--- config.mk ---
export PLATFORM = sky130hd
export DESIGN_NAME = cross_bar_bank_sched
export DESIGN_NICKNAME = d
export VERILOG_FILES = /design/src/rtl/xbar_pkg.sv /design/src/rtl/xbar_rr_pick.sv /design/src/rtl/cross_bar_bank_sched.sv
export SDC_FILE = /design/constraint.sdc
export NUM_CORES = 1
export LEC_CHECK = 0
export CORE_MARGIN = 5
export CORE_UTILIZATION = 38
export DETAILED_ROUTE_END_ITERATION = 10
export PLACE_DENSITY = 0.78
export SLEW_MARGIN = 20
export SYNTH_ARGS = -nofsm -noshare
export SYNTH_HDL_FRONTEND = slang
export SYNTH_SLANG_ARGS = --single-unit
--- constraint.sdc ---
create_clock -name clk_i -period 2.2 [get_ports clk_i]
set_input_delay 0.22 -clock clk_i [delete_from_list [all_inputs] [get_ports clk_i]]
set_output_delay 0.22 -clock clk_i [all_outputs]
set_load 0.02 [all_outputs]
--- src/rtl/xbar_pkg.sv ---
// Shared definitions for the cross bar bank scheduler.
//   N_CH            default number of requesting channels
//   ADDR_HI/ADDR_LO address slice carried to the HTU (address[31:4])
//   TAG_W           default write-buffer id width
//   op_t, ch_id_t   2-bit opcode and channel index
//   slot_state_e    output slot FSM states
//   slot_req_t      registered slot contents (without the tag)
package xbar_pkg;
  localparam int N_CH    = 3;
  localparam int ADDR_HI = 31;
  localparam int ADDR_LO = 4;
  localparam int ADDR_W  = ADDR_HI - ADDR_LO + 1;
  localparam int TAG_W   = 8;

  typedef logic [1:0] op_t;
  typedef logic [1:0] ch_id_t;

  typedef enum logic {
    SLOT_EMPTY,
    SLOT_FULL
  } slot_state_e;

  typedef struct packed {
    ch_id_t              ch_id;
    op_t                 op;
    logic [ADDR_W-1:0]   addr;
  } slot_req_t;
endpackage

--- src/rtl/xbar_rr_pick.sv ---
// Combinational round-robin picker.
//   req_i    N request bits
//   ptr_i    highest-priority channel (0..N-1)
//   onehot_o one-hot winner (all zero when nothing requests)
//   idx_o    winner index (0 when nothing requests)
// The request vector is rotated so ptr_i lands at bit 0, a fixed-priority
// find-first runs on the rotated vector, and the result is rotated back.
module xbar_rr_pick
  import xbar_pkg::*;
#(
  parameter int N = N_CH
) (
  input  logic [N-1:0] req_i,
  input  ch_id_t       ptr_i,
  output logic [N-1:0] onehot_o,
  output ch_id_t       idx_o
);

  logic [N-1:0] rot;
  logic [N-1:0] rot_oh;
  logic         found;

  // i + ptr never exceeds 2N-2, so one conditional subtract is enough.
  function automatic int mod_n(input int v);
    return (v >= N) ? v - N : v;
  endfunction

  always_comb begin
    rot      = '0;
    rot_oh   = '0;
    found    = 1'b0;
    onehot_o = '0;
    idx_o    = '0;
    // rotate: rot[i] = req[(i + ptr) mod N]
    for (int i = 0; i < N; i++)
      for (int k = 0; k < N; k++)
        if (k == mod_n(i + int'(ptr_i))) rot[i] = req_i[k];
    // fixed priority, bit 0 first
    for (int i = 0; i < N; i++)
      if (rot[i] && !found) begin
        found     = 1'b1;
        rot_oh[i] = 1'b1;
      end
    // un-rotate
    for (int i = 0; i < N; i++) begin
      for (int k = 0; k < N; k++)
        if (k == mod_n(i + int'(ptr_i))) onehot_o[k] = rot_oh[i];
      if (rot_oh[i]) idx_o = ch_id_t'(mod_n(i + int'(ptr_i)));
    end
  end

endmodule

--- src/rtl/cross_bar_bank_sched.sv ---
// Per-bank request scheduler: arbitrates the channel buffers round-robin
// into a single-entry output slot presented to the bank HTU with a
// valid/ready handshake and a rolling write-buffer id.
//   clk_i, rst_i          clock, asynchronous active-high reset
//   req_valid_i/op/addr   per-channel head entries (held until granted)
//   grant_o               one-hot dequeue pulse, combinational in capture cycle
//   htu_valid_o/ready_i   slot handshake toward the HTU
//   htu_ch_id/opcode/addr/wbuffer_id  registered slot contents
module cross_bar_bank_sched #(
  parameter int N     = xbar_pkg::N_CH,
  parameter int TAG_W = xbar_pkg::TAG_W
) (
  input  logic              clk_i,
  input  logic              rst_i,
  input  logic [N-1:0]      req_valid_i,
  input  logic [2*N-1:0]    req_op_i,
  input  logic [28*N-1:0]   req_addr_i,
  output logic [N-1:0]      grant_o,
  output logic              htu_valid_o,
  input  logic              htu_ready_i,
  output logic [1:0]        htu_ch_id_o,
  output logic [1:0]        htu_opcode_o,
  output logic [27:0]       htu_addr_o,
  output logic [TAG_W-1:0]  htu_wbuffer_id_o
);
  import xbar_pkg::*;

  slot_state_e      state_q, state_d;
  ch_id_t           ptr_q, ptr_d;
  logic [TAG_W-1:0] tag_cnt_q, tag_cnt_d;
  slot_req_t        slot_q, slot_d;
  logic [TAG_W-1:0] slot_tag_q, slot_tag_d;

  logic [N-1:0]     pick_oh;
  ch_id_t           pick_idx;
  logic             load_en;
  logic             capture;

  xbar_rr_pick #(.N(N)) u_pick (
    .req_i    (req_valid_i),
    .ptr_i    (ptr_q),
    .onehot_o (pick_oh),
    .idx_o    (pick_idx)
  );

  assign htu_valid_o      = (state_q == SLOT_FULL);
  // A full slot being drained this cycle can be refilled on the same edge.
  assign load_en          = !htu_valid_o || htu_ready_i;
  assign capture          = load_en && (|req_valid_i);

  assign htu_ch_id_o      = slot_q.ch_id;
  assign htu_opcode_o     = slot_q.op;
  assign htu_addr_o       = slot_q.addr;
  assign htu_wbuffer_id_o = slot_tag_q;

  // Slot FSM next state
  always_comb begin
    state_d = state_q;
    if (state_q == SLOT_EMPTY) begin
      if (capture) state_d = SLOT_FULL;
    end else begin
      if (htu_ready_i && !capture) state_d = SLOT_EMPTY;
    end
  end

  // Pick, grant and slot load
  always_comb begin
    grant_o    = '0;
    ptr_d      = ptr_q;
    tag_cnt_d  = tag_cnt_q;
    slot_d     = slot_q;
    slot_tag_d = slot_tag_q;
    if (capture) begin
      grant_o      = pick_oh;
      ptr_d        = (pick_idx == ch_id_t'(N - 1)) ? '0 : pick_idx + 2'd1;
      tag_cnt_d    = tag_cnt_q + TAG_W'(1);
      slot_tag_d   = tag_cnt_q;
      slot_d.ch_id = pick_idx;
      for (int i = 0; i < N; i++)
        if (pick_oh[i]) begin
          slot_d.op   = req_op_i[2*i +: 2];
          slot_d.addr = req_addr_i[ADDR_W*i +: ADDR_W];
        end
    end
  end

  always_ff @(posedge clk_i or posedge rst_i) begin
    if (rst_i) begin
      state_q    <= SLOT_EMPTY;
      ptr_q      <= '0;
      tag_cnt_q  <= '0;
      slot_q     <= '0;
      slot_tag_q <= '0;
    end else begin
      state_q    <= state_d;
      ptr_q      <= ptr_d;
      tag_cnt_q  <= tag_cnt_d;
      slot_q     <= slot_d;
      slot_tag_q <= slot_tag_d;
    end
  end

endmodule

# ---- Word-level counts from Yosys, hierarchy flattened
# Index checks and enable logic that the tools add are counted.
dict set report totals {
  register_bits 51
  in_bits 96
  word_cells 75
}
dict set report op_classes {
  add_sub_neg 7
  order_cmp 3
  eq_ne 7
  n_mux 36
  n_reduce_logical 15
}
# op n
set ops {}
lappend ops {{$eq A2 B32 Y1 const A} 3}
lappend ops {{$eq A3 B32 Y1 const A} 3}
lappend ops {{$logic_not A32 Y1} 3}
lappend ops {{$mux W32} 3}
lappend ops {{$mux W30} 3}
lappend ops {{$ge A32 B3 Y1 const B} 2}
lappend ops {{$sub A32 B3 Y32 const B} 2}
lappend ops {{$mux W1} 25}
lappend ops {{$add A8 B1 Y8 const B} 1}
lappend ops {{$mux W2} 4}
lappend ops {{$logic_and A1 B1 Y1} 4}
lappend ops {{$logic_not A1 Y1} 4}
lappend ops {{$add A1 B2 Y3 const A} 1}
lappend ops {{$add A2 B2 Y3 const A} 1}
lappend ops {{$mux W3} 1}
lappend ops {{$reduce_bool A3 Y1} 1}
lappend ops {{$reduce_or A3 Y1} 1}
lappend ops {{$sub A2 B2 Y3 const B} 1}
lappend ops {{$add A2 B1 Y2 const B} 1}
lappend ops {{$eq A2 B2 Y1 const B} 1}
lappend ops {{$ge A2 B2 Y1 const B} 1}
lappend ops {{$reduce_and A2 Y1} 1}
lappend ops {{$logic_or A1 B1 Y1} 1}

# ---- Logic depth before layout (Yosys ltp)
# Gate-level depths: netlist of the first run.
dict set report depth {
  depth_word 17
  mapped_depth 11
}

# ---- Hierarchy
# Synthesis of the first run repeated with hierarchy kept, for this count alone.
dict set report unflattened {
  cells_unflattened 277
  area_unflattened_um2 3084.2
}
# mod n_inst cells_each area_each_um2 seq_area_each_um2
set by_module_without_submodules {}
lappend by_module_without_submodules {cross_bar_bank_sched 1 230 2747.6 1276.2}
lappend by_module_without_submodules {xbar_rr_pick 1 47 336.6 0.0}

# ---- Worst setup path before layout of the first run
# Ideal clock, no wire load.
dict set report synth_timing {
  path_type {register to register}
  from {reg ptr_q[0]}
  to {reg slot_q (netlist bit htu_addr_o[0])}
  setup_time_ps 125
  t_arrival_ps 2202
  path_slack_ps -127
  stages_incl_launch_ff 11
  period_less_slack_ps 2327
  path_cell_list {dfrtp_1 > inv_1 > ha_1 > or3b_2 > nand2_1 > a211o_1 > buf_4 > buf_4 > mux2i_1 > a21oi_1 > mux2_4}
}
dict set report synth_via {
  elab_chain_cells 16
  elab_cells_between_ends 50
  classes_between {5 x add/sub; 3 x order compare; 6 x eq/ne; 27 x mux; 9 x reduce/logical}
}
# element line_no
set synth_rtl {}
lappend synth_rtl {{start, declared} cross_bar_bank_sched.sv:29} ;# ch_id_t ptr_q, ptr_d;
lappend synth_rtl {{start signal, assigned} cross_bar_bank_sched.sv:96} ;# ptr_q <= ptr_d;
lappend synth_rtl {{parallel branches: the longest is 16 deep, another holds $sub A32 B3 Y32} --}
lappend synth_rtl {{end signal, assigned} cross_bar_bank_sched.sv:98} ;# slot_q <= slot_d;
lappend synth_rtl {{end, declared} cross_bar_bank_sched.sv:31} ;# slot_req_t slot_q, slot_d;
# Several ways; the timed one is not identified.
# A chain may end at the register's enable or synchronous reset.

# ---- Worst setup path after layout of the first run
dict set report layout_timing {
  from {reg ptr_q[0]}
  to {reg slot_q (netlist bit htu_opcode_o[1])}
}
# The elaborated chain is that of the path after synthesis.

==> results.toml, run 1 <==
[die]
placement_rows = 32
floorplan.io_pins = 140
die_w_um = 99.4
fp.dieArea_um2 = 9890
floorplan.die.height_um = 99.4
initial_core_util_pct = 39.1
floorplan.core_area_um2 = 7770

[global_routing]
antenna_found_initial = 0
grt_util_all_layers_pct = 17.9
grt.overflow.total = 0
first_global_vias = 2913
grt_first_pass_wirelength_um = 14100
grt_max_degree = 37

[power]
comb_power_share_pct = 69.4
clock_power_share_pct = 7.8
p_leak_uw = 0.00228
share_seq_of_total_power_pct = 22.8
switching_share_pct = 37.9
net-switching-power_uw = 2770
power.density_nw_per_um2 = 1440
ir_worst_vdd_mv = 0.712
power.internal_uw = 4540

[cells_and_area]
finalNetCount = 569
most-common-layout-cells = "clkdlybuf4s50_1, dfrtp_1, nand2_1, nor2_1"
fin_cells = 572
area.growth.synth_to_final_pct = 67.2
post_route_cells_drive_above_1_share_pct = 21.7
number_of_diodes = 0
most_common_cell_after_layout_fill_and_taps_aside = "clkdlybuf4s50_1"

[critical_path]
rr_endpoint = "htu_opcode_o[1]"
crit_start = "ptr_q[0]"
start_kind = "flip-flop"
endpoint = "htu_opcode_o[1]"
worstPathRequired_ps = 2410
reg2reg_depth = 10
setup.reg_to_reg.worst_slack_ps = -200
worst_ep_arrival_time_ps = 2610
endpoint_kind = "flip-flop"
crit-reg2reg-launch = "ptr_q[0]"
path_class = "reg -> reg"
critical_path.max_fanout = 8

[clock_tree]
cts_inserted_buffers = 5
clock_tree_from_tritoncts = "built"
cts_max_level = 2
cts-root-buf = "clkbuf_8"
cts.clk_slew.worst_paths_ps = 100
source_to_sink_clock_delay_at_the_later_pin_of_the_worst_skew_pair_ps = 310
clock_tree.buffer_depth = 2
cts_hold_repair.buffers = 0
clock_sinks = 51

[synth]
synthArstFlopShare_pct = 100
cell_area_synth_um2 = 3040
synth-warning-count = 0
seq_area_frac_synth_pct = 42.0
synthDistinctLibCells = 37
syn_inst = 300
post_synth.cell_area_avg_um2 = 10.1
syn_nets = 400
synthFlopType = "dfrtp_1"
yosys_reg_bits = 51
number_of_enable_type_register_cells_in_the_synthesized_netlist = 0

[route]
drt_first_pass_iters = 4
vias = 2792
ant_nets = 0
drt_wl_total_um = 8660
drt_first_iter_violations = 49
vias_per_cell = 4.88
wl_per_cell_um = 15.1
drc_violations = 0

[place]
numPlacedInstances = 552
dp_hpwl_um = 6550
finalWeightedCongestion = 0.833
io_buffer_count = 139

[run_status]
violations = "setup timing"
outcome = "finished with violations"

[timing]
max_slew_violation_count = 0
finalHoldViolations = 0
transition_time_at_the_pin_with_the_least_slew_margin_ps = 530
finalWorstPathRequiredPeriod_ps = 2400
final_min_period_over_clock_period_pct = 109
final.setup_skew_ps = 12.1
maxClockFrequency_mhz = 416
setup-violations-final = 33
slew_headroom_pct = 64.6
grt_setup_unrepaired = "true"
hold-worst-slack_ps = 265
final_critical_path_setup_slack_ps = -203

[run]
max_cap_violations = 0

[worst_hold_path]
hold_path_class = "in -> async"
## power groups by stage
stage,clock network (µW),logic (µW),registers (µW)
after floorplan,0,2590,2060
after global placement,0,4410,1660
after detailed placement,0,4530,1670
after CTS,581,5110,1670
after global routing,636,5420,1730
final,569,5070,1670
## layer usage
metal / part of all wire, % / track usage [%]
met1: 40 / 21.5
met2: 52 / 31.2
met3: 7.0 / 5.82
met4: 1.3 / 4.20
met5: 0 / 0
## area by class of cell
cell class,count,area [µm²]
clock buffers,5,68.8
clock inverters,3,26.3
fillers,626,2690
inverters,6,22.5
multi-input cells,224,1710
flip-flops and latches,51,1280
well taps,102,128
repair buffers,181,1850
## sequential cells by signal (all words and copies together) (netlist names)
register / flops
htu_opcode_o: 2
htu_wbuffer_id_o: 8
htu_addr_o: 28
htu_ch_id_o: 2
tag_cnt_q: 8
htu_valid_o: 1
ptr_q: 2
## critical path: stages, from the launching register on
cell      delay (ps)
dfrtp_1          400
buf_6            130
ha_4             170
or3b_4           250
nand2_2           60
a211o_4          360
nand2b_4         160
a22oi_4          200
buf_6            140
buf_12           120
mux2_4           300
## what timing repair did
action,in CTS,in global routing
buffers inserted,8,3
gates resized for setup,35,8
gates cloned,3,0
setup endpoints to repair,33,35
pin swaps,16,9
## cells in the mapped netlist (3+ instances only)
master	number	share of area (%)
nor2_1	37	4.6
o21ai_0	7	1.2
mux2i_1	32	11
a21oi_1	33	5.4
buf_2	7	1.2
nand2_1	41	5.1
clkbuf_1	5	0.62
nand3_1	3	0.49
buf_4	4	0.99
ha_1	4	1.6
nor3_1	4	0.66
nor2b_1	3	0.62
xnor2_1	5	1.4
buf_6	3	1.1
inv_1	6	0.74
dfrtp_1	51	42
mux2_4	30	15
## metrics by stage
step	TNS (ps)	setup WS [ps]	power, µW	util (%)	instance area (µm²)
6_report	-5320	-203	7310	65.4	5080
5_1_grt	-7590	-285	7780	65.4	5080
4_1_cts	-5710	-197	7360	65.2	5070
3_5_place_dp	-10560	-349	6190	61.2	4750
3_3_place_gp	-7890	-302	6070	61.2	4750
2_1_floorplan	-2250	-75.1	4650	-	3080
## cell families (layout without fill, tap and decap cells)
group	count (synthesis)	in the layout	share of synthesized area, %
AO/OA/AOI/OAI	52	52	10.2
XOR/XNOR	7	7	2.02
adder cells (fa/ha/maj)	4	4	1.65
flip-flops	51	51	42.0
AND/OR/NAND/NOR	99	99	14.2
buffers and inverters	25	195	4.61
multiplexers	62	62	25.4
## how the worst min path moves through the flow
stage,to
finish,htu_wbuffer_id_o[1]
global route,htu_wbuffer_id_o[1]
CTS,htu_wbuffer_id_o[1]
detailed placement,htu_wbuffer_id_o[4]
global placement,htu_wbuffer_id_o[4]
floorplan,htu_valid_o
Note: power is estimated with default switching activity, not from simulation.
==> run 2, diff against run 1 <==
- ABC_CLOCK_PERIOD_IN_PS: not set -> 2200
- CTS_CLUSTER_SIZE: not set -> 14
==> results of run 2 <==
Same layout as run 1: the final DEF is identical, and so are final timing and power.
==> RTL edit 1: new RTL, config.mk and constraints of run 2 <==
Set the package constant `N_CH` to 2 (it was 3).
--- a/src/rtl/xbar_pkg.sv
+++ b/src/rtl/xbar_pkg.sv
@@ -7,5 +7,5 @@
 //   slot_req_t      registered slot contents (without the tag)
 package xbar_pkg;
-  localparam int N_CH    = 3;
+  localparam int N_CH    = 2;
   localparam int ADDR_HI = 31;
   localparam int ADDR_LO = 4;
Interface: changed (resized grant_o, req_addr_i, req_op_i and req_valid_i); port bits go from 140 to 108. The function was not compared with the original's and may differ.
==> RTL edit 1 against run 2 <==
Sequential cell count unchanged. Sequential share of layout area increased by 11 points. Routed wire length decreased by 40%. Worst hold slack got worse by 51 ps. Area after synthesis decreased by 25%. Worst setup slack improved by 360 ps. Via count decreased by 35%. Clock skew increased by 4.5 ps. Design area decreased by 30%. Cell count decreased by 33%.
Power is not compared: it rests on default switching activity, and its combinational part moved more than twofold at a synthesized area within 25%.
==> RTL edit 1: results (changes against run 2) <==
Setup path
  • Worst R2R Path Depth: 3 (-7)
  • Critical Path End: grant_o[0]
  • Arrival time at the worst endpoint: 1820 ps (-790 ps)
  • Max FO, Critical Path: 5 (-3)
  • R2R Path End: htu_wbuffer_id_o[0]
  • Critical path class: input port to output port
  • Largest stage delay on the critical path: 620 ps (+220 ps)
  • Setup crit start: req_valid_i[1]
  • Slowest cell on the critical path: clkdlybuf4s50_1

Placement
  • Gpl congestion: 0.7108 (-15%)
  • IO Port Bufs: 107 (-23%)

Timing
  • Final worst path period need: 2039 ps (-364.2 ps)
  • Least-Margin Pin Slew: 422.3 ps (-107.4 ps)
  • Max Clock Skew: 16.56 ps (+4.464 ps)

Drt
  • Vias per cell: 4.757 (-2.5%)
  • Initial DRC count: 47 (-4.1%)

Clocking
  • Postcts setup bufs: 0 (-8)
  • CTS resizes: 0 (-100%)

Global route
  • Routing usage on met3: 5.014% (-0.81 points)
  • Largest net degree at the start of global routing: 34 (-8.1%)
  • Met1 usage: 15.91% (-5.6 points)
  • First-pass GRT wire length: 8618 µm (-39%)
  • GR Layer Usage met2: 25.68% (-5.5 points)

Layout
  • Footprint of the multi-input gates: 932.1 µm² (-45%)
  • Share of layout cells above drive strength 1: 9.740% (-12 points)
  • Non-clk invs: 2 (-4)

Synth
  • Complex-gate fraction of the synthesized area: 9.151% (-1.0 points)
  • Top cells by area, synth: dfrtp_1, mux2i_1, o21ai_1, nand2_1, mux2_2
  • Seq/Total Area, Yosys: 55.89% (+14 points)
  • Number of distinct library cells after synthesis: 30 (-19%)

Outcome
  • Status: complete, no violations
==> RTL edit 1: metrics by stage <==
step / utilization, % / hold WS (ps) / total power, mW / area [µm²] / std cells
floorplan: - / 317.0 / 1.892 / 2283 / 197
global route: 60.37 / 247.7 / 3.234 / 3553 / 383
finish: 60.37 / 214.4 / 3.048 / 3553 / 383
CTS: 60.37 / 228.0 / 3.097 / 3553 / 383
detailed placement: 58.42 / 475.3 / 2.435 / 3438 / 375
global placement: 58.42 / 452.8 / 2.408 / 3438 / 375
==> RTL edit 1: report_power, final <==
| part | switching, mW | internal [mW] |
|---|---|---|
| Combinational | 0.492 | 0.575 |
| Clock | 0.312 | 0.343 |
| Sequential | 0.167 | 1.16 |
| Total | 0.972 | 2.08 |
==> RTL edit 1: worst reg2reg max path, stage by stage (launching register included) <==
cell,delay (ps)
dfrtp_1,410
and2b_1,240
nor2_4,370
mux2_2,390
==> RTL edit 2: new RTL, settings of run 2 <==
Made on the original files. Reset style: synchronous (`rst_i`), changed in one clocked block. Comments in the files are not updated.
--- a/src/rtl/cross_bar_bank_sched.sv
+++ b/src/rtl/cross_bar_bank_sched.sv
@@ -85,5 +85,5 @@
   end
 
-  always_ff @(posedge clk_i or posedge rst_i) begin
+  always_ff @(posedge clk_i) begin
     if (rst_i) begin
       state_q    <= SLOT_EMPTY;
Formal check against the unedited RTL: differs if rst_i is asserted again (counterexample within 4 cycles, from zero or initial values and one cycle with rst_i high); with rst_i held inactive, the same outputs for 4 cycles.
==> RTL edit 2 against run 2 <==
The run still ends with setup timing left. Design area up 7.4%. Die area is 8.3% higher. Sequential cell count is the same. Critical path depth grew 1. Area after synthesis up 9.3%. Worst setup slack improved by 82 ps. First-iteration DRC count grew 84%. Routed wire length grew 23%. Critical endpoint is now htu_addr_o[15].
Power is not compared: it rests on default switching activity, and its combinational part moved more than twofold at a synthesized area within 25%.
==> RTL edit 2: results (changes against run 2) <==
Layout
  • Fillcell total: 724 (+16%)
  • Nets: 577 (+1.4%)
  • Share of layout cells above drive strength 1: 30.13% (+8.4 points)

Setup path
  • Slowest cell on the critical path: dfxtp_4
  • Critical R2R Launch: ptr_q[0]
  • Largest stage delay on the critical path: 380 ps (-20 ps)

Synth
  • Dominant synthesized flop cell: dfxtp_1
  • Syn Inst Count: 320 (+6.7%)
  • Synth cell count leaders: dfxtp_1, and2_1, a21boi_0
  • Top cells by area, synth: dfxtp_1, o2bb2ai_2, a221oi_2, a21boi_0, and2_1
  • Syn_nets: 420 (+5.0%)
  • Number of distinct library cells after synthesis: 49 (+32%)
  • Seq/Total Area, Yosys: 30.75% (-11 points)

Placement
  • DP Cell Count: 570 (+3.3%)
  • Dpl ws: -344.7 ps (+3.863 ps)
  • Post-detail-place hpwl: 7648 µm (+17%)

Outcome
  • Status: finished, violations left
  • Violated checks: setup timing

Drt
  • Vias per cell: 5.297 (+8.5%)
  • WL met2: 5606 µm (+25%)
  • WL met3: 576 µm (-5.4%)

Timing
  • Final worst slack: -120.8 ps (+82.07 ps)
  • # setup viols final: 31 (-6.1%)
  • Max Clock Skew: 5.618 ps (-6.475 ps)

Global route
  • Number of global-route vias before repair: 3,248 (+12%)
  • GR Layer Usage met2: 33.04% (+1.8 points)
  • Routing usage on met3: 4.225% (-1.6 points)
  • First-pass GRT wire length: 15,950 µm (+13%)

Worst hold path
  • Worst Hold Class: flop to flop
-- RTL edit 2: changes by cell type in the layout (fill, tap and decap cells not counted), moves of 28 or more --
cell and change:
mux2_4 -30, dfxtp_1 +49, dfrtp_1 -51, and2_1 +29, a21boi_0 +30, mux2i_1 -28
-- RTL edit 2: cells by family after synthesis --
| group | count (synthesis) | synth area share [%] |
|---|---|---|
| adders and majority gates | 4 | 1.507 |
| xor gates and xnor gates | 7 | 1.846 |
| AOI/OAI and AO/OA | 125 | 42.77 |
| buffers and inverters | 38 | 7.272 |
| and+or+nand+nor | 91 | 14.62 |
| DFF | 51 | 30.75 |
| muxes | 4 | 1.243 |
-- RTL edit 2: worst paths after layout --
kind,endpoint,slack [ps],cells after the start
min reg2reg,htu_wbuffer_id_o[2],460,2
max reg2reg,htu_addr_o[15],-120,11
max,htu_addr_o[15],-120,11
min,htu_wbuffer_id_o[2],460,2
-- RTL edit 2: what timing repair did --
action / in CTS / in global routing
gates resized for setup: 39 / 25
pin swaps: 13 / 15
hold endpoints to repair: 0 / 0
setup buffers: 1 / 3
gates cloned: 0 / 4
endpoints found under the setup margin: 33 / 33
-- RTL edit 2: power breakdown --
group	internal, mW	total [mW]	switching [mW]	leakage [nW]
logic	1.14	2.19	1.05	1.46
registers	1.08	1.22	0.136	0.419
clock network	0.223	0.528	0.305	0.0412
-- RTL edit 2: area by class of cell --
cell class,count,area (µm²),area share [%]
clock inverters,2,12.51,0.2291
flip-flops and latches,51,1028,18.84
repair buffers,182,1899,34.78
multi-input cells,231,2287,41.89
clock buffers,6,72.57,1.329
inverters,6,25.02,0.4583
well taps,108,135.1,2.475
